## config.mk

```make
export PLATFORM = sky130hd
export DESIGN_NAME = neo_reset_seq_flat
export DESIGN_NICKNAME = d
export VERILOG_FILES = /design/src/rtl/neo_reset_seq_pkg.sv /design/src/rtl/neo_reset_seq_if.sv /design/src/rtl/neo_wd_counter.sv /design/src/rtl/neo_reset_seq.sv /design/src/flat_wrapper.sv
export SDC_FILE = /design/constraint.sdc
export NUM_CORES = 1
export LEC_CHECK = 0
export CAP_MARGIN = 40
export CORE_MARGIN = 8
export CORE_UTILIZATION = 55
export DETAILED_ROUTE_END_ITERATION = 8
export DONT_BUFFER_PORTS = 1
export GPL_TIMING_DRIVEN = 1
export PLACE_DENSITY = 0.72
export SYNTH_ARGS = -nofsm -noshare
export SYNTH_HDL_FRONTEND = slang
export SYNTH_HIERARCHICAL = 1
export SYNTH_SLANG_ARGS = --single-unit
export TNS_END_PERCENT = 10
```

## constraint.sdc

```tcl
create_clock -name CK -period 5.4 [get_ports CK]
set_input_delay 0.54 -clock CK [delete_from_list [all_inputs] [get_ports CK]]
set_output_delay 0.54 -clock CK [all_outputs]
set_load 0.1 [all_outputs]
```

## src/rtl/neo_reset_seq_pkg.sv

```systemverilog
// neo_reset_pkg: shared types and constants for the neo_reset_seq sequencer.
//   state_t    sequencer states
//   CAUSE_*    codes reported on cause
//   CNT_W      hold counter width
package neo_reset_pkg;
  localparam int CNT_W = 8;
  typedef enum logic [2:0] {ST_POR, ST_HOLD, ST_REL_S, ST_REL_R, ST_ACK, ST_WAIT_DROP, ST_IDLE} state_t;
  localparam logic [1:0] CAUSE_POR = 2'd0;
  localparam logic [1:0] CAUSE_REQ = 2'd1;
  localparam logic [1:0] CAUSE_WD  = 2'd2;
endpackage

```

## src/rtl/neo_reset_seq_if.sv

```systemverilog
// neo_reset_seq_if: requester/strobe bundle of the reset sequencer.
//   master: requester side (drives req, wd_kick; observes strobes and status)
//   slave:  sequencer side (drives nS_CELLS, nR_CELLS, ack, busy, cause, grant_idx)
interface neo_reset_seq_if #(parameter int NREQ = 3);
  logic [NREQ-1:0] req;
  logic            wd_kick;
  logic            nS_CELLS;
  logic            nR_CELLS;
  logic [NREQ-1:0] ack;
  logic            busy;
  logic [1:0]      cause;
  logic [1:0]      grant_idx;
  modport master (output req, wd_kick, input nS_CELLS, nR_CELLS, ack, busy, cause, grant_idx);
  modport slave  (input req, wd_kick, output nS_CELLS, nR_CELLS, ack, busy, cause, grant_idx);
endinterface

```

## src/rtl/neo_wd_counter.sv

```systemverilog
// neo_wd_counter: idle watchdog; counts IDLE cycles, fires at WD_CYCLES-1 without a kick.
//   CK, nRESET  clock, async active-low reset
//   kick        restart pulse
//   run         high while the sequencer is IDLE; low clears the count
//   fire        timeout reached this cycle
module neo_wd_counter #(
  parameter int WD_CYCLES = 65536
) (
  input  logic CK,
  input  logic nRESET,
  input  logic kick,
  input  logic run,
  output logic fire
);
  logic [19:0] cnt;
  assign fire = run && !kick && cnt == 20'(WD_CYCLES - 1);
  always_ff @(posedge CK or negedge nRESET)
    if (!nRESET) cnt <= '0;
    else cnt <= (kick || !run) ? '0 : cnt + 20'd1;
endmodule

```

## src/rtl/neo_reset_seq.sv

```systemverilog
// neo_reset_seq: shares staggered FD/FDP set/clear strobes between POR, requesters and watchdog.
//   CK      system clock
//   nRESET  async active-low reset, power-on source
//   bus     neo_reset_seq_if.slave: req/wd_kick in; nS_CELLS, nR_CELLS, ack, busy, cause, grant_idx out
// Optional watchdog built when NEO_RST_WATCHDOG_EN is defined.
module neo_reset_seq import neo_reset_pkg::*; #(
  parameter int NREQ        = 3,
  parameter int HOLD_CYCLES = 16,
  parameter int WD_CYCLES   = 65536
) (
  input logic            CK,
  input logic            nRESET,
  neo_reset_seq_if.slave bus
);
  state_t           state, state_n;
  logic [CNT_W-1:0] cnt, cnt_n;
  logic [1:0]       cause, cause_n, gidx, gidx_n, win;
  logic             fire;
`ifdef NEO_RST_WATCHDOG_EN
  neo_wd_counter #(.WD_CYCLES(WD_CYCLES)) u_wd (
    .CK(CK), .nRESET(nRESET), .kick(bus.wd_kick), .run(state == ST_IDLE), .fire(fire)
  );
`else
  assign fire = 1'b0;
`endif
  assign bus.cause     = cause;
  assign bus.grant_idx = gidx;
  always_comb begin
    win = '0;
    for (int i = NREQ - 1; i >= 0; i--) if (bus.req[i]) win = 2'(i);
    state_n = state;
    cnt_n   = cnt;
    cause_n = cause;
    gidx_n  = gidx;
    case (state)
      ST_POR: begin
        state_n = ST_HOLD;
        cnt_n   = CNT_W'(HOLD_CYCLES - 1);
      end
      ST_HOLD: if (cnt == '0) state_n = ST_REL_S; else cnt_n = cnt - 1'b1;
      ST_REL_S: state_n = ST_REL_R;
      ST_REL_R: state_n = (cause == CAUSE_REQ) ? ST_ACK : ST_IDLE;
      ST_ACK: state_n = ST_WAIT_DROP;
      ST_WAIT_DROP: if (!bus.req[gidx]) state_n = ST_IDLE;
      ST_IDLE: if (fire || |bus.req) begin
        state_n = ST_HOLD;
        cnt_n   = CNT_W'(HOLD_CYCLES - 1);
        cause_n = fire ? CAUSE_WD : CAUSE_REQ;
        gidx_n  = fire ? gidx : win;
      end
      default: state_n = ST_POR;
    endcase
  end
  // Strobes, ack and busy are registered from the current state, so they trail it by one cycle.
  always_ff @(posedge CK or negedge nRESET)
    if (!nRESET) begin
      state        <= ST_POR;
      cnt          <= '0;
      cause        <= CAUSE_POR;
      gidx         <= '0;
      bus.nS_CELLS <= 1'b0;
      bus.nR_CELLS <= 1'b0;
      bus.ack      <= '0;
      bus.busy     <= 1'b1;
    end else begin
      state        <= state_n;
      cnt          <= cnt_n;
      cause        <= cause_n;
      gidx         <= gidx_n;
      bus.nS_CELLS <= !(state == ST_POR || state == ST_HOLD);
      bus.nR_CELLS <= state inside {ST_REL_R, ST_ACK, ST_WAIT_DROP, ST_IDLE};
      bus.ack      <= (state == ST_ACK) ? NREQ'(1) << gidx : '0;
      bus.busy     <= state != ST_IDLE;
    end
endmodule

```

## src/flat_wrapper.sv

```systemverilog
// flat-port wrapper written by rule: the top's interface ports become plain ports
module neo_reset_seq_flat import neo_reset_pkg::*;
#(
  parameter int NREQ        = 3,
  parameter int HOLD_CYCLES = 16,
  parameter int WD_CYCLES   = 65536
)
  (CK, nRESET, bus_req, bus_wd_kick, bus_nS_CELLS, bus_nR_CELLS, bus_ack, bus_busy, bus_cause, bus_grant_idx);
  neo_reset_seq_if #(.NREQ(NREQ)) bus_i ();
  input logic CK;
  input logic nRESET;
  input wire logic [$bits(bus_i.req)-1:0] bus_req;
  input wire logic [$bits(bus_i.wd_kick)-1:0] bus_wd_kick;
  output wire logic [$bits(bus_i.nS_CELLS)-1:0] bus_nS_CELLS;
  output wire logic [$bits(bus_i.nR_CELLS)-1:0] bus_nR_CELLS;
  output wire logic [$bits(bus_i.ack)-1:0] bus_ack;
  output wire logic [$bits(bus_i.busy)-1:0] bus_busy;
  output wire logic [$bits(bus_i.cause)-1:0] bus_cause;
  output wire logic [$bits(bus_i.grant_idx)-1:0] bus_grant_idx;
  assign bus_i.req = bus_req;
  assign bus_i.wd_kick = bus_wd_kick;
  assign bus_nS_CELLS = bus_i.nS_CELLS;
  assign bus_nR_CELLS = bus_i.nR_CELLS;
  assign bus_ack = bus_i.ack;
  assign bus_busy = bus_i.busy;
  assign bus_cause = bus_i.cause;
  assign bus_grant_idx = bus_i.grant_idx;
  neo_reset_seq #(.NREQ(NREQ), .HOLD_CYCLES(HOLD_CYCLES), .WD_CYCLES(WD_CYCLES)) u_core (.CK(CK), .nRESET(nRESET), .bus(bus_i));
endmodule
```

==> results of run 1 <==
-- routing by layer --
metal  vias up  wire length (µm)  GRT usage
met2        14               899     0.1957
met5         -                 0          0
met3         2                87    0.03688
li1        390                 -          -
met1       367               930     0.1556
met4         0                12    0.05119
-- cell type report --
cell class	instances	area share
flip-flops and latches	20	0.4402
multi-input cells	75	0.4116
repair buffers	4	0.08123
well taps	25	0.02744
clock buffers	4	0.02305
inverters	5	0.01647
-- cells by family after synthesis --
logic type,count (synthesis),share of synthesized area
AOI/OAI and AO/OA,29,0.1709
xor gates and xnor gates,1,0.008486
adders and majority gates,2,0.02424
buffers and inverters,11,0.05939
DFF,20,0.4861
muxes,1,0.009697
other,1,0.003633
and+or+nand+nor,41,0.2376
-- state kept, by name, summed over array words and instances, names as in the netlist --
register and cells:
u_core/cnt 8, u_core/bus.grant_idx 2, u_core/bus.nR_CELLS 1, u_core/state 3
u_core/bus.ack 3, u_core/bus.busy 1, u_core/bus.nS_CELLS 1, u_core/bus.cause 1
-- cell usage in the layout, fill, tap and decap left out, drive strengths merged, types with 2 or more instances in the layout --
cell type  instances
dfrtp             19
o21ai             13
nor2               9
nor3               9
a21oi              8
inv                5
nand2              5
clkbuf             4
or3                4
or3b               4
buf                3
or4                3
nor3b              2
o31ai              2
ha                 2
-- power breakdown --
group          total (mW)  switching, mW  internal (mW)
Sequential          0.343          0.148          0.195
Combinational       0.293          0.172          0.121
Clock              0.0711         0.0424         0.0287
-- worst min path at each step --
stage,from,to,slack (ns),cells after the start
after floorplan,nRESET,u_core/bus.ack[0],0.24,0
after global placement,nRESET,u_core/bus.ack[2],0.24,0
after detailed placement,nRESET,u_core/bus.ack[1],0.24,0
after CTS,nRESET,u_core/bus.busy,0.06,0
after global routing,nRESET,u_core/bus.busy,0.04,0
final,nRESET,u_core/bus.busy,0.07,0
-- critical path: stages (launching register included) --
cell,delay [ns]
dfrtp_1,0.43
inv_1,0.11
ha_1,0.17
or3b_2,0.51
nor2_1,0.38
a31o_2,0.23
o21ai_0,0.07
==> summary.txt, run 1 <==
Status
  • Status: completed

Synthesis
  • Most frequent cell after synthesis: dfrtp_1
  • Yosys reg bits: 20
  • Register area share after synthesis: 0.4861
  • Count of cell types in the netlist: 38
  • Net count after synthesis: between 100 and 150
  • Gate Count Post-Synth: ~110
  • Post-synth top cells: dfrtp_1 (19), o21ai_0 (11), nor2_1 (9)
  • Synthesized area: approximately 1000 µm²
  • Number of flops mapped to enable cells by yosys: 0
  • Area leader, netlist: dfrtp_1
  • Synthesized area per cell: ~10 µm²
  • Area contributors post-synth: dfrtp_1 (46%), o21ai_0 (5.3%), nor3_1 (3.9%)
  • Synth top area share: 0.4606
  • Synth warnings: 6
  • Post-synth ARST share: 1.000
  • Top FF cell, synth: dfrtp_1

Clock tree
  • Resized Gates After CTS: 0
  • Longest Clk Path Bufs: 2
  • TritonCTS Buffers: 3
  • Clock-pin slew on the worst setup and hold paths: approximately 0.1 ns
  • TritonCTS clock tree: done
  • CTS root buf: clkbuf_4
  • Total number of H-tree levels: 1
  • Post-CTS setup buffer count: 0
  • # clock sinks: 20
  • CTS Hold Bufs: 1
  • Clk Latency, worst-skew pair: 0.29 ns

Cells and area
  • Fin cells: 133
  • Area grow syn2layout: 10.42%
  • Design Area, Final: about 1100 µm²
  • Multi-input combinational cell area: roughly 470 µm²
  • Layout cells sized above 1: 0.1296
  • Filler instances: roughly 150
  • Number of diodes: 0
  • Final nets: approximately 120
  • Register Area: ~500 µm²
  • Finished Core Util: 0.6530

Floorplanning
  • Initial Util: 0.5914
  • Core area: roughly 1700 µm²
  • Die H: between 50 and 60 µm
  • Chip width: slightly below 60 µm
  • Die area: between 3000 and 4000 µm²
  • # rows: 15
  • I/O Pins: 16

Worst setup path
  • Setup crit end: u_core/cnt[0]
  • Critical Path Source: u_core/cnt[0]
  • Kind of critical path: reg -> reg
  • FF-to-FF path depth: 6
  • Capture point of the worst reg-to-reg path: u_core/cnt[0]
  • Startpoint Class: flip-flop
  • Worst Path Required: 5.58 ns
  • FF-to-FF Start: u_core/cnt[0]
  • Crit path max fanout: 7
  • WP data arrival: about 2.2 ns
  • R2r setup slk: around 3.4 ns
  • Critical path endpoint category: flip-flop

STA
  • Post-route minimum period: 2.017 ns
  • Worst Tran Pin Value: ~0.87 ns
  • Max Clk Rate: around 500 MHz
  • Fin crit share: 0.3736
  • Setup Skew: around 0.0022 ns
  • Unrepaired setup endpoints after global routing: false
  • Final hold vios: 0
  • Final WS setup: roughly 3.4 ns
  • Worst hold slack: between 0.07 and 0.08 ns
  • Worst slew margin: 0.4180
  • Final setup TNS: 0 ns
  • Final slew viol count: 0
  • Setup Viol. Count Final: 0

GRT
  • Total grt overflow: 0
  • Initial antenna violation count: 0
  • Number of global-route vias before repair: 772
  • GRT Util Overall: 0.1252
  • Pin count of the biggest net entering global routing: 20
  • Global-route wire length before repair: approximately 3.4 mm

Routing
  • Routed WL per cell: ~15 µm
  • Mean number of vias per cell: between 5 and 6
  • DRT Wirelength: ~1.9 mm
  • Routed vias: just under 800
  • Pre-Repair DR Iteration Count: 4
  • Routed Antenna Nets: 0
  • DRC: 0
  • Initial DRC Count: 15

Worst hold path
  • HP Class: in -> async

Job
  • Max-cap violations: 0

Placement
  • DP HPWL: 1.464 mm
  • Gp weighted congestion: approximately 0.84
  • Port Buf Inserts: 0
  • Pre-CTS setup slack: ~3.4 ns
  • Post-Place Cells: approximately 130
  • Placed Area: 1104 µm²

Power
  • Total power: just over 0.7 mW
  • PwrDens: 620.3 nW/µm²
  • Leakage: 0.4729 nW
  • Max IR drop VDD: ~0.0004 V
No activity file was read; power rests on OpenSTA's default activity.
==> run 2: changes to the inputs <==
- clock period: 5.4 -> 2.1 ns (I/O delays scaled with it)
==> run 2 against run 1 <==
Compared with the run above:
- clock skew is 0.0096 ns higher
- via count is 4.1% higher
- cell count grew 6.0%
- count of clock-buffer cells in the layout unchanged
==> summary.txt, run 2 (same netlist as run 1, synthesis figures left out) <==
Job
  • Max-cap violations: 0 (unchanged)

Cells and area
  • Design Area, Final: 1157 µm² (+1.5%)
  • Final nets: 125 (+6.8%)
  • Layout cells sized above 1: 0.1983 (+0.06865)
  • Most frequent cells in the layout: dfrtp_1 (19), o21ai_0 (11), buf_4 (10)
  • Most common cell after layout, fill and taps aside: dfrtp_1
  • Number of diodes: 0 (unchanged)
  • Max reg flops: 8 (unchanged)
  • Largest register by flop count: u_core/cnt
  • Area grow syn2layout: 12.12%
  • Biggest regs: u_core/cnt: 8 flops, u_core/bus.ack: 3 flops, u_core/state: 3 flops
  • Filler instances: 137 (-5.5%)
  • Register Area: 501.7 µm² (unchanged)
  • Multi-input combinational cell area: 469.2 µm² (unchanged)

Floorplanning
  • I/O Pins: 16 (unchanged)
  • Core area: 1745 µm² (unchanged)
  • Die area: 3519 µm² (unchanged)
  • Die H: 59.32 µm (unchanged)
  • # rows: 15 (unchanged)
  • Initial Util: 0.5914 (unchanged)
  • Chip width: 59.32 µm (unchanged)

Power
  • Leakage: 0.4998 nW (+5.7%)
  • Psw: 0.9348 mW (+160%)
  • Clock network power share: 0.126 (+0.025)
  • Sw Share: 0.5166 (+0.004285)
  • Max IR drop VDD: 0.001195 V (+200%)
  • Seq pwr share: 0.355 (-0.129)
  • PwrDens: 1563 nW/µm² (+150%)
  • Pint: 0.8747 mW (+150%)
  • Combinational Power Share: 0.519 (+0.104)

Worst setup path
  • Kind of critical path: reg -> reg
  • Startpoint Class: flip-flop
  • Crit path max fanout: 5 (-2)
  • Worst Path Required: 2.29 ns (-3.29 ns)
  • Capture point of the worst reg-to-reg path: u_core/cnt[2]
  • R2r setup slk: 0.15 ns (-3.23 ns)
  • Critical path endpoint category: flip-flop
  • WP data arrival: 2.14 ns (-0.06 ns)
  • FF-to-FF Start: u_core/cnt[0]
  • FF-to-FF path depth: 6 (unchanged)

STA
  • Final hold vios: 0 (unchanged)
  • Final setup TNS: 0 ns (unchanged)
  • Worst slew margin: 0.5939 (+0.1759)
  • Worst Tran Pin Value: 0.6027 ns (-0.2708 ns)
  • Fin crit share: 0.9290 (+0.5554)
  • Post-route minimum period: 1.951 ns (-0.06636 ns)
  • Setup Skew: 0.01179 ns (+0.009632 ns)
  • Max Clk Rate: 512.6 MHz (+3.4%)
  • Unrepaired setup endpoints after global routing: false
  • Setup Viol. Count Final: 0 (unchanged)
  • Final slew viol count: 0 (unchanged)

Worst hold path
  • HP Class: in -> reg
  • Hold Crit Endpoint: u_core/bus.grant_idx[1]
  • Hold depth: 2
  • Hold Crit Start: bus_req[2]

GRT
  • Global-route wire length before repair: 3.332 mm (-2.4%)
  • Initial antenna violation count: 0 (unchanged)
  • Number of global-route vias before repair: 718 (-7.0%)
  • GRT Util Overall: 0.1248 (-0.0003900)
  • Pin count of the biggest net entering global routing: 21 (+5.0%)
  • Total grt overflow: 0 (unchanged)

Routing
  • Initial DRC Count: 21 (+6)
  • Routed vias: 805 (+4.1%)
  • Mean number of vias per cell: 5.709 (-1.8%)
  • DRC: 0 (unchanged)
  • DRT Wirelength: 1.989 mm (+3.1%)
  • Routed WL per cell: 14.11 µm (-2.7%)
  • Pre-Repair DR Iteration Count: 4 (unchanged)
  • Routed Antenna Nets: 0 (unchanged)

Clock tree
  • TritonCTS clock tree: done
  • CTS root buf: clkbuf_4
  • Resized Gates After CTS: 0 (unchanged)
  • Total number of H-tree levels: 1 (unchanged)
  • # clock sinks: 20 (unchanged)
  • Longest Clk Path Bufs: 2 (unchanged)
  • TritonCTS Buffers: 3 (unchanged)
  • Clk Latency, worst-skew pair: 0.31 ns (+0.02 ns)
  • Clock-pin slew on the worst setup and hold paths: 0.12 ns (+0.02 ns)

Placement
  • DP HPWL: 1.458 mm (-0.38%)
  • Placed Area: 1096 µm² (-0.68%)
  • Port Buf Inserts: 0 (unchanged)
  • Gp weighted congestion: 0.8418 (+0.79%)

Status
  • Status: completed
==> run 2: cell count changes in the layout (fill, tap and decap cells not counted) <==
cell,before,now
clkbuf_8,0,1
buf_8,0,1
buf_16,3,0
clkbuf_1,1,0
buf_4,0,10
==> run 2: worst max-delay path, stage by stage (launching register included) <==
cell and delay (ns):
dfrtp_1 0.43, inv_1 0.13, ha_1 0.17, or3b_2 0.51
o21ai_1 0.17, nor3_1 0.06, or3b_1 0.37
==> run 2: power groups by stage <==
stage	registers [mW]	clock network [mW]	logic (mW)
after detailed placement	0.648	0	0.934
after CTS	0.641	0.235	0.942
after global placement	0.643	0	0.911
after floorplan	0.979	0	0.460
final	0.643	0.227	0.939
after global routing	0.667	0.251	1.01
==> run 2: layout make-up <==
cell class / count / area share
flip-flops and latches: 20 / 0.4335
multi-input cells: 75 / 0.4054
repair buffers: 12 / 0.08649
clock buffers: 4 / 0.03135
well taps: 25 / 0.02703
inverters: 5 / 0.01622
==> run 2: routing by layer <==
layer | routed length, µm | share of wire | global-route usage
met1 | 946 | 0.48 | 0.1596
met2 | 856 | 0.43 | 0.1757
met3 | 137 | 0.069 | 0.04338
met4 | 48 | 0.024 | 0.07167
met5 | 0 | 0 | 0
==> run 2: metrics by stage <==
step	instances	utilization	worst slack [ns]	hold WS (ns)	power (mW)
after floorplan	106	-	0.2153	-0.08559	1.439
after global placement	135	0.6280	0.2112	-0.08493	1.553
after detailed placement	135	0.6280	0.1678	-0.08494	1.582
after CTS	140	0.6545	0.1547	0.04104	1.818
after global routing	141	0.6631	0.03172	0.03313	1.930
final	141	0.6631	0.1492	0.04297	1.809
==> run 2: worst max-delay path by stage <==
stage	from	endpoint	slack, ns	cells past startpoint
2_1_floorplan	u_core/bus.grant_idx[0]	u_core/state[0]	0.22	4
4_1_cts	u_core/cnt[0]	u_core/cnt[2]	0.15	6
6_report	u_core/cnt[0]	u_core/cnt[2]	0.15	6
5_1_grt	u_core/cnt[1]	u_core/cnt[2]	0.03	6
3_5_place_dp	u_core/cnt[0]	u_core/cnt[2]	0.17	6
3_3_place_gp	u_core/cnt[0]	u_core/cnt[2]	0.21	6
==> run 2: what timing repair did <==
item	CTS	global route
endpoints found under the hold margin	20	0
setup buffers	0	0
hold buffers	1	0
